$ cat config.mk
export PLATFORM = sky130hd
export DESIGN_NAME = noc_level_link
export DESIGN_NICKNAME = d
export VERILOG_FILES = /design/src/rtl/noc_level_link.sv
export SDC_FILE = /design/constraint.sdc
export NUM_CORES = 1
export LEC_CHECK = 0
export ABC_AREA = 1
export CAP_MARGIN = 20
export CORE_AREA = 8 8 247 249
export CTS_CLUSTER_SIZE = 12
export DETAILED_ROUTE_END_ITERATION = 6
export DIE_AREA = 0 0 255 257
export PLACE_DENSITY = 0.51
export SLEW_MARGIN = 20
export SYNTH_ARGS = -nofsm -noshare
export SYNTH_HDL_FRONTEND = slang
export SYNTH_SLANG_ARGS = --single-unit
$ cat constraint.sdc
create_clock -name clk -period 1.7 [get_ports clk]
set_input_delay 0.425 -clock clk [delete_from_list [all_inputs] [get_ports clk]]
set_output_delay 0.425 -clock clk [all_outputs]
set_load 0.005 [all_outputs]
$ cat src/rtl/noc_level_link.sv
// Inter-level NoC link: delayed forward and credit paths, sender-side credit accounting,
// and a drain/quiesce FSM that lets topology control prove the level is empty.
//
// Ports:
//   clk, rst                  clock, asynchronous active-low reset
//   in_vc_target/in_packet    sender flits (VC one-hot-or-zero per channel)
//   in_vc_credit_gnt          credits handed back to the sender, LATENCY cycles late
//   out_vc_target/out_packet  flits to the receiver, LATENCY cycles late
//   out_vc_credit_gnt         credits from the receiver
//   drain_req                 hold-off request from topology control
//   quiesced                  drain complete, link empty
//   credit_err                sticky per-channel protocol error
//   credits_home              every VC counter is full
module noc_level_link #(
    parameter int CHANNELS      = 8,
    parameter int VC_W          = 2,
    parameter int A_W           = 4,
    parameter int D_W           = 32,
    parameter int LATENCY       = 1,
    parameter int VC_FIFO_DEPTH = 4,
    localparam int PKT_W        = A_W + D_W,
    localparam int CW           = $clog2(VC_FIFO_DEPTH)
) (
    input  logic                      clk,
    input  logic                      rst,
    input  logic [CHANNELS*VC_W-1:0]  in_vc_target,
    input  logic [CHANNELS*PKT_W-1:0] in_packet,
    output logic [CHANNELS*VC_W-1:0]  in_vc_credit_gnt,
    output logic [CHANNELS*VC_W-1:0]  out_vc_target,
    output logic [CHANNELS*PKT_W-1:0] out_packet,
    input  logic [CHANNELS*VC_W-1:0]  out_vc_credit_gnt,
    input  logic                      drain_req,
    output logic                      quiesced,
    output logic [CHANNELS-1:0]       credit_err,
    output logic                      credits_home
);

    localparam int VN = CHANNELS * VC_W;
    localparam int PN = CHANNELS * PKT_W;
    localparam logic [CW-1:0] CMAX = CW'(VC_FIFO_DEPTH - 1);

    logic pipe_empty;

    if (LATENCY == 0) begin : g_comb
        assign out_vc_target    = in_vc_target;
        assign out_packet       = in_packet;
        assign in_vc_credit_gnt = out_vc_credit_gnt;
        assign pipe_empty       = 1'b1;
    end else begin : g_pipe
        logic [VN-1:0] tgt_q [LATENCY];
        logic [PN-1:0] pkt_q [LATENCY];
        logic [VN-1:0] crd_q [LATENCY];

        always_ff @(posedge clk or negedge rst) begin
            if (!rst) begin
                for (int i = 0; i < LATENCY; i++) begin
                    tgt_q[i] <= '0;
                    pkt_q[i] <= '0;
                    crd_q[i] <= '0;
                end
            end else begin
                tgt_q[0] <= in_vc_target;
                pkt_q[0] <= in_packet;
                crd_q[0] <= out_vc_credit_gnt;
                for (int i = 1; i < LATENCY; i++) begin
                    tgt_q[i] <= tgt_q[i-1];
                    pkt_q[i] <= pkt_q[i-1];
                    crd_q[i] <= crd_q[i-1];
                end
            end
        end

        assign out_vc_target    = tgt_q[LATENCY-1];
        assign out_packet       = pkt_q[LATENCY-1];
        assign in_vc_credit_gnt = crd_q[LATENCY-1];

        // Only the VC bits matter: packet bits are don't-care without a valid.
        always_comb begin
            pipe_empty = 1'b1;
            for (int i = 0; i < LATENCY; i++) begin
                if ((|tgt_q[i]) || (|crd_q[i])) begin
                    pipe_empty = 1'b0;
                end
            end
        end
    end

    // A channel driving more than one VC at once is malformed.
    logic [CHANNELS-1:0] multi;
    for (genvar c = 0; c < CHANNELS; c++) begin : g_mh
        logic [VC_W-1:0] t;
        assign t        = in_vc_target[c*VC_W +: VC_W];
        assign multi[c] = |(t & (t - VC_W'(1)));
    end

    logic [CW-1:0]       cnt_q [CHANNELS][VC_W];
    logic [CW-1:0]       cnt_d [CHANNELS][VC_W];
    logic [CHANNELS-1:0] err_q;
    logic [CHANNELS-1:0] err_d;

    // Flit and credit together cancel; a lone flit at 0 or a lone
    // credit at max flags the channel and saturates the counter.
    always_comb begin
        cnt_d = cnt_q;
        err_d = err_q;
        for (int c = 0; c < CHANNELS; c++) begin
            if (multi[c]) begin
                err_d[c] = 1'b1;
            end else begin
                for (int v = 0; v < VC_W; v++) begin
                    if (in_vc_target[c*VC_W+v] && !in_vc_credit_gnt[c*VC_W+v]) begin
                        if (cnt_q[c][v] == '0) err_d[c] = 1'b1;
                        else cnt_d[c][v] = cnt_q[c][v] - CW'(1);
                    end else if (in_vc_credit_gnt[c*VC_W+v] && !in_vc_target[c*VC_W+v]) begin
                        if (cnt_q[c][v] == CMAX) err_d[c] = 1'b1;
                        else cnt_d[c][v] = cnt_q[c][v] + CW'(1);
                    end
                end
            end
        end
    end

    always_ff @(posedge clk or negedge rst) begin
        if (!rst) begin
            for (int c = 0; c < CHANNELS; c++) begin
                for (int v = 0; v < VC_W; v++) begin
                    cnt_q[c][v] <= CMAX;
                end
            end
            err_q <= '0;
        end else begin
            cnt_q <= cnt_d;
            err_q <= err_d;
        end
    end

    always_comb begin
        credits_home = 1'b1;
        for (int c = 0; c < CHANNELS; c++) begin
            for (int v = 0; v < VC_W; v++) begin
                if (cnt_q[c][v] != CMAX) credits_home = 1'b0;
            end
        end
    end

    assign credit_err = err_q;

    typedef enum logic [1:0] {RUN, DRAIN, QUIESCED} state_e;

    state_e state_q;
    logic   quiesced_q;
    logic   any_flit;

    assign any_flit = |in_vc_target;

    // Dropping drain_req wins over completing the drain.
    always_ff @(posedge clk or negedge rst) begin
        if (!rst) begin
            state_q    <= RUN;
            quiesced_q <= 1'b0;
        end else begin
            unique case (state_q)
                RUN: begin
                    if (drain_req) state_q <= DRAIN;
                end
                DRAIN: begin
                    if (!drain_req) begin
                        state_q <= RUN;
                    end else if (credits_home && pipe_empty && !any_flit) begin
                        state_q    <= QUIESCED;
                        quiesced_q <= 1'b1;
                    end
                end
                QUIESCED: begin
                    if (!drain_req) begin
                        state_q    <= RUN;
                        quiesced_q <= 1'b0;
                    end else if (any_flit) begin
                        state_q    <= DRAIN;
                        quiesced_q <= 1'b0;
                    end
                end
                default: begin
                    state_q    <= RUN;
                    quiesced_q <= 1'b0;
                end
            endcase
        end
    end

    assign quiesced = quiesced_q;

endmodule

==> key figures, run 1 <==
Outcome
  – Status: finished with violations
  – Failing checks: negative setup slack

Yosys
  – Synth cell count leaders: dfrtp_1 (331), nor2_1 (69), inv_1 (61), nand2_1 (59)
  – Number of synthesized register bits: 363
  – Seq/Total Area, Yosys: 81.6%
  – Top cell type's share of synthesized area: 74.0%
  – Primary FF master, synth: dfrtp_1
  – Async set-reset flop share out of synthesis: 100%
  – Ys Warns: 0
  – Ranking of synthesized cells by area: dfrtp_1 (74%), dfstp_2 (7.5%), ha_1 (3.6%), nor2_1 (2.3%), inv_1 (2.0%)
  – Top cell type by total area after synthesis: dfrtp_1
  – Most common cell in the synthesized netlist: dfrtp_1
  – Number of synthesized flops with an enable pin: 0
  – Syn nets: 1,094
  – Mapped Cells: 739
  – Avg Cell Area, Syn: 15.1 um^2
  – Cell variety after synth: 31
  – Post-Syn Area: 11,200 um^2

Die
  – Initial Util: 19.6%
  – Core ar.: 57,000 um^2
  – Die width: 255 um
  – IO Count: 653
  – Core Rows: 88
  – Die area: 65,500 um^2
  – Die height: 257 um

Layout
  – Layout Nets: 1,911
  – Share of layout cells above drive strength 1: 18.8%
  – Post-layout util: 36.6%
  – Register area: 9130 um^2
  – Non-filler cells, final: 2,356
  – Footprint of the multi-input gates: 1850 um^2
  – Area delta synth->final: 86.7%
  – Fill cells: 5,676

Route
  – WL/cell: 20.1 um
  – Antenna viol nets, final: 0
  – Initial DRC count: 245
  – Vias: 8,657
  – Via-per-instance ratio: 3.67
  – Total Wirelength: 47.3 mm
  – DRT Pass-1 Iters: 4
  – Post-route DRC: 0

Timing
  – Tmin final: 2.34 ns
  – Final Cycle Share: 137%
  – Final worst hold slack: 0.297 ns
  – Unrepaired setup endpoints after global routing: true
  – Final setup fails: 1
  – Max Fclk: 0.428 GHz
  – Slew headroom: 70.3%
  – Final hold vios: 0
  – Worst Slack Setup Final: -0.635 ns
  – Worst-Margin Slew: 0.440 ns
  – Worst Skew: 0.0133 ns
  – Slew Viols, Final: 0

Global route
  – Gr usage total: 14.2%
  – Gr ovfl total: 0
  – Initial antenna violation count: 5
  – Largest net degree at the start of global routing: 72
  – First-pass GRT wire length: 67.5 mm
  – Vias in the first global route: 9,750

Setup path
  – Worst Path Max Fanout: 2
  – Startpoint types: flip-flop
  – Req. time, crit path: 1.27 ns
  – Critical path endpoint category: output port
  – R2r setup slk: 0.08 ns
  – Critical path type: flip-flop to output port
  – Arrival @ worst endpoint: 1.91 ns

Power and ir drop
  – PD cells: 1160 nW/um^2
  – Pwr Total: 0.0243 W
  – Leak: 9.55 nW
  – Peak supply drop: 0.768 mV

Hold path
  – Hold WC Path Type: primary input to flip-flop

Clock network
  – Worst-path clk slew: 0.06 ns
  – CTS buffer count: 43
  – Clk_lat worst skew: 0.56 ns
  – # clock sinks: 363
  – CTS max path bufs: 3
  – CTS H-tree depth: 2
  – Root Driver: clkbuf_16
  – CTS tree: done

Placement
  – Placed insts: 2,258
  – GP Congestion: 0.774
  – IO Port Bufs: 652
  – HPWL after detailed placement: 39.3 mm

Job
  – Max-cap violations: 0
## where the power goes
part / total (W) / switching [W] / internal (W)
clock: 0.00933 / 0.00365 / 0.00568
combinational: 0.00485 / 0.00213 / 0.00272
sequential: 0.0101 / 0.000364 / 0.00971
total: 0.0243 / 0.00615 / 0.0181
## routing by layer
metal	global-route usage [%]	part of all wire [%]
met3	6.67	10
met5	0	0.057
met4	4.72	3.1
met1	14.0	33
met2	25.7	53
## flip-flops by register name, indices dropped and copies added, names as in the netlist
register / flops
cnt_q: 32
credit_err: 8
in_vc_credit_gnt: 16
out_packet: 288
out_vc_target: 16
quiesced: 1
state_q: 2
## cells by family (layout without fill, tap and decap cells)
family                     Yosys count  count (layout)  synth area share, %
AOI/OAI and AO/OA                   58              58                 3.15
xor gates and xnor gates            16              16                 1.25
adders and majority gates           32              32                 3.58
buffers and inverters               76             926                 2.57
DFF                                363             363                 81.6
other                                0               2                    0
and+or+nand+nor                    194             194                 7.87
## worst paths after layout
path                                       from                        end  depth (start not counted)
max in group asynchronous                   rst      cnt_q[27]$_DFFE_PN1P_                          4
min                              in_packet[255]  out_packet[255]$_DFF_PN0_                          1
min reg2reg                quiesced$_DFFE_PN0P_       quiesced$_DFFE_PN0P_                          2
max                        cnt_q[2]$_DFFE_PN1P_               credits_home                          6
min in group asynchronous                   rst  out_packet[201]$_DFF_PN0_                          2
max reg2reg                cnt_q[1]$_DFFE_PN1P_       quiesced$_DFFE_PN0P_                         13
## through the flow
step | setup slack, ns | TNS [ns] | cell area (um^2)
2_1_floorplan | 0.198 | 0 | 11200
3_3_place_gp | -0.501 | -6.46 | 19600
3_5_place_dp | -0.615 | -7.59 | 19600
4_1_cts | -0.695 | -2.46 | 21000
5_1_grt | -0.740 | -0.789 | 20900
6_report | -0.635 | -0.635 | 20900
## timing repair
| action | CTS | global route |
|---|---|---|
| endpoints found under the setup margin | 329 | 31 |
| hold buffers | 1 | 0 |
| resized for setup | 413 | 42 |
| buffers inserted | 34 | 3 |
| pin swaps | 10 | 13 |
| endpoints found under the hold margin | 25 | 0 |
## layout by cell type, fill, tap and decap left out, types with 7 or more instances in the layout
master / instances
nor3_1: 10
buf_4: 107
inv_1: 59
nand3_1: 16
inv_2: 16
nand2_2: 16
nand4_1: 10
nor2_1: 68
dlygate4sd2_1: 275
clkdlybuf4s15_2: 9
clkdlybuf4s15_1: 36
nand2_1: 50
o21ai_0: 29
clkdlybuf4s50_1: 321
a21oi_1: 9
xnor2_1: 12
clkbuf_1: 10
dfrtp_2: 7
clkbuf_16: 44
ha_1: 32
buf_12: 10
dfstp_2: 32
clkbuf_8: 7
dfrtp_1: 324
## area by class of cell
type / instances / area share (%)
inverter: 76 / 1.38
antenna: 2 / 0.0240
tap: 765 / 4.58
clock buffer: 61 / 5.91
multi-input combinational: 300 / 8.84
sequential: 363 / 43.7
timing repair buffer: 772 / 34.5
clock inverter: 17 / 1.03
## critical path: stages, from the launching register on
cell and delay (ns):
dfstp_2 0.53, nand2_2 0.07, nor2_4 0.12, nand3_2 0.10
nor4_4 0.28, buf_4 0.15, buf_6 0.08
Note: power is estimated with default switching activity, not from simulation.
==> run 2: changes to the inputs <==
- TNS_END_PERCENT: unset -> 30
==> key figures, run 2 (synthesized netlist as in run 1, its figures left out) <==
Route
  – Vias: 8,661 (was 8,657)
  – Initial DRC count: 239 (was 245)
  – WL/cell: 20.1 um (about the same)
  – Via-per-instance ratio: 3.68 (was 3.67)
  – DRT Pass-1 Iters: 4 (unchanged)
  – Antenna viol nets, final: 0 (unchanged)
  – Post-route DRC: 0 (unchanged)
  – Total Wirelength: 47.3 mm (about the same)

Global route
  – Gr usage total: 14.2% (about the same)
  – Vias in the first global route: 9,752 (was 9,750)
  – Largest net degree at the start of global routing: 72 (unchanged)
  – First-pass GRT wire length: 67.5 mm (about the same)
  – Initial antenna violation count: 5 (unchanged)
  – Gr ovfl total: 0 (unchanged)

Placement
  – HPWL after detailed placement: 39.3 mm (unchanged)
  – IO Port Bufs: 652 (unchanged)
  – Placement Setup Slack: -0.615 ns (unchanged)
  – Placed cell areas: 19,600 um^2 (unchanged)
  – GP Congestion: 0.774 (unchanged)

Timing
  – Slew headroom: 70.3% (unchanged)
  – Final hold vios: 0 (unchanged)
  – Final Cycle Share: 137% (about the same)
  – Tmin final: 2.34 ns (about the same)
  – Worst Slack Setup Final: -0.635 ns (about the same)
  – Worst Skew: 0.0135 ns (was 0.0133 ns)
  – TNS Setup: -0.635 ns (about the same)
  – Slew Viols, Final: 0 (unchanged)
  – Final worst hold slack: 0.297 ns (about the same)
  – Max Fclk: 0.428 GHz (about the same)
  – Worst-Margin Slew: 0.440 ns (unchanged)
  – Final setup fails: 1 (unchanged)
  – Unrepaired setup endpoints after global routing: true (unchanged)

Clock network
  – Clk_lat worst skew: 0.56 ns (about the same)
  – CTS H-tree depth: 2 (unchanged)
  – CTS buffer count: 43 (unchanged)
  – Root Driver: clkbuf_16 (unchanged)
  – CTS max path bufs: 3 (unchanged)
  – CTS tree: done (unchanged)
  – # clock sinks: 363 (unchanged)
  – Worst-path clk slew: 0.06 ns (about the same)

Setup path
  – Req. time, crit path: 1.27 ns (about the same)
  – Startpoint types: flip-flop (unchanged)
  – CP max stage cell: dfstp_2 (unchanged)
  – Arrival @ worst endpoint: 1.91 ns (about the same)
  – Worst Path Max Fanout: 2 (unchanged)
  – Critical path type: flip-flop to output port (unchanged)
  – Slowest Stage Delay on Critical Path: 0.53 ns (about the same)
  – Critical path, cell by cell: nand2_2 > nor2_4 > nand3_2 > nor4_4 > buf_4 > buf_6 (unchanged)
  – Critical path endpoint category: output port (unchanged)

Die
  – Die width: 255 um (unchanged)
  – IO Count: 653 (unchanged)
  – Initial Util: 19.6% (unchanged)
  – Core ar.: 57,000 um^2 (unchanged)
  – Core Rows: 88 (unchanged)
  – Die area: 65,500 um^2 (unchanged)
  – Die height: 257 um (unchanged)

Power and ir drop
  – Pwr Total: 0.0243 W (about the same)
  – PD cells: 1160 nW/um^2 (about the same)
  – Leak: 9.55 nW (about the same)
  – Peak supply drop: 0.768 mV (about the same)

Layout
  – Layout Nets: 1,911 (unchanged)
  – Fill cells: 5,675 (was 5,676)
  – Share of layout cells above drive strength 1: 18.8% (unchanged)
  – Area delta synth->final: 86.7% (about the same)
  – Final instance area: 20,900 um^2 (about the same)
  – Commonest non-fill, non-tap cell in the layout: dfrtp_1 (unchanged)
  – Most frequent cells in the layout: dfrtp_1 (324), clkdlybuf4s50_1 (321), dlygate4sd2_1 (275) (unchanged)
  – Max reg flops: 288 (unchanged)

Outcome
  – Failing checks: negative setup slack (unchanged)
  – Status: finished with violations (unchanged)

Job
  – Max-cap violations: 0 (unchanged)

Hold path
  – Hold WC Path Type: primary input to flip-flop (unchanged)
run 2: cell counts in the layout (fill, tap and decap cells not counted):
Identical to the previous run, type by type.
run 2: routing by layer:
layer  routed length (um)  global-route usage [%]  part of all wire, %
met4                 1490                    4.72                  3.1
met3                 4900                    6.67                   10
met1                15600                    14.0                   33
met2                25300                    25.7                   53
met5                   27                       0                0.057
run 2: final cells by class:
cell class | count | area [um^2] | share of cell area (%)
antenna | 2 | 5.00 | 0.0240
clock buffer | 61 | 1230 | 5.91
clock inverter | 17 | 215 | 1.03
inverter | 76 | 288 | 1.38
multi-input combinational | 300 | 1850 | 8.83
sequential | 363 | 9130 | 43.7
tap | 765 | 957 | 4.58
timing repair buffer | 772 | 7210 | 34.5
run 2: power breakdown:
part           internal, W  switching [W]
combinational      0.00272        0.00213
sequential         0.00971       0.000363
clock              0.00568        0.00365
run 2: path summary, 6_finish.rpt:
check,slack [ns],start,cells after the start,endpoint
setup / recovery,-0.64,cnt_q[2]$_DFFE_PN1P_,6,credits_home
hold / removal,0.30,in_packet[255],1,out_packet[255]$_DFF_PN0_
setup reg to reg,0.08,cnt_q[1]$_DFFE_PN1P_,13,quiesced$_DFFE_PN0P_
hold reg to reg,0.48,quiesced$_DFFE_PN0P_,2,quiesced$_DFFE_PN0P_
max in group asynchronous,0.65,rst,4,cnt_q[27]$_DFFE_PN1P_
min in group asynchronous,0.36,rst,2,out_packet[254]$_DFF_PN0_
run 2: what timing repair did:
| item | CTS | global route |
|---|---|---|
| setup endpoints to repair | 329 | 32 |
| gates resized for setup | 414 | 42 |
| hold buffers | 1 | 0 |
| endpoints found under the hold margin | 25 | 0 |
| cloned | 0 | 0 |
| pin swaps | 10 | 13 |
| buffers inserted | 33 | 3 |
run 2: worst max-delay path, delay by kind of cell (launching register included):
kind | cells | cell delay [ns]
buf+inv | 2 | 0.23
flops | 1 | 0.53
simple gates | 4 | 0.57
run 2: metrics by stage:
stage	instances	util, %
floorplan	739	-
global placement	2258	34.3
detailed placement	2258	34.3
CTS	2370	36.9
global route	2355	36.6
finish	2356	36.6
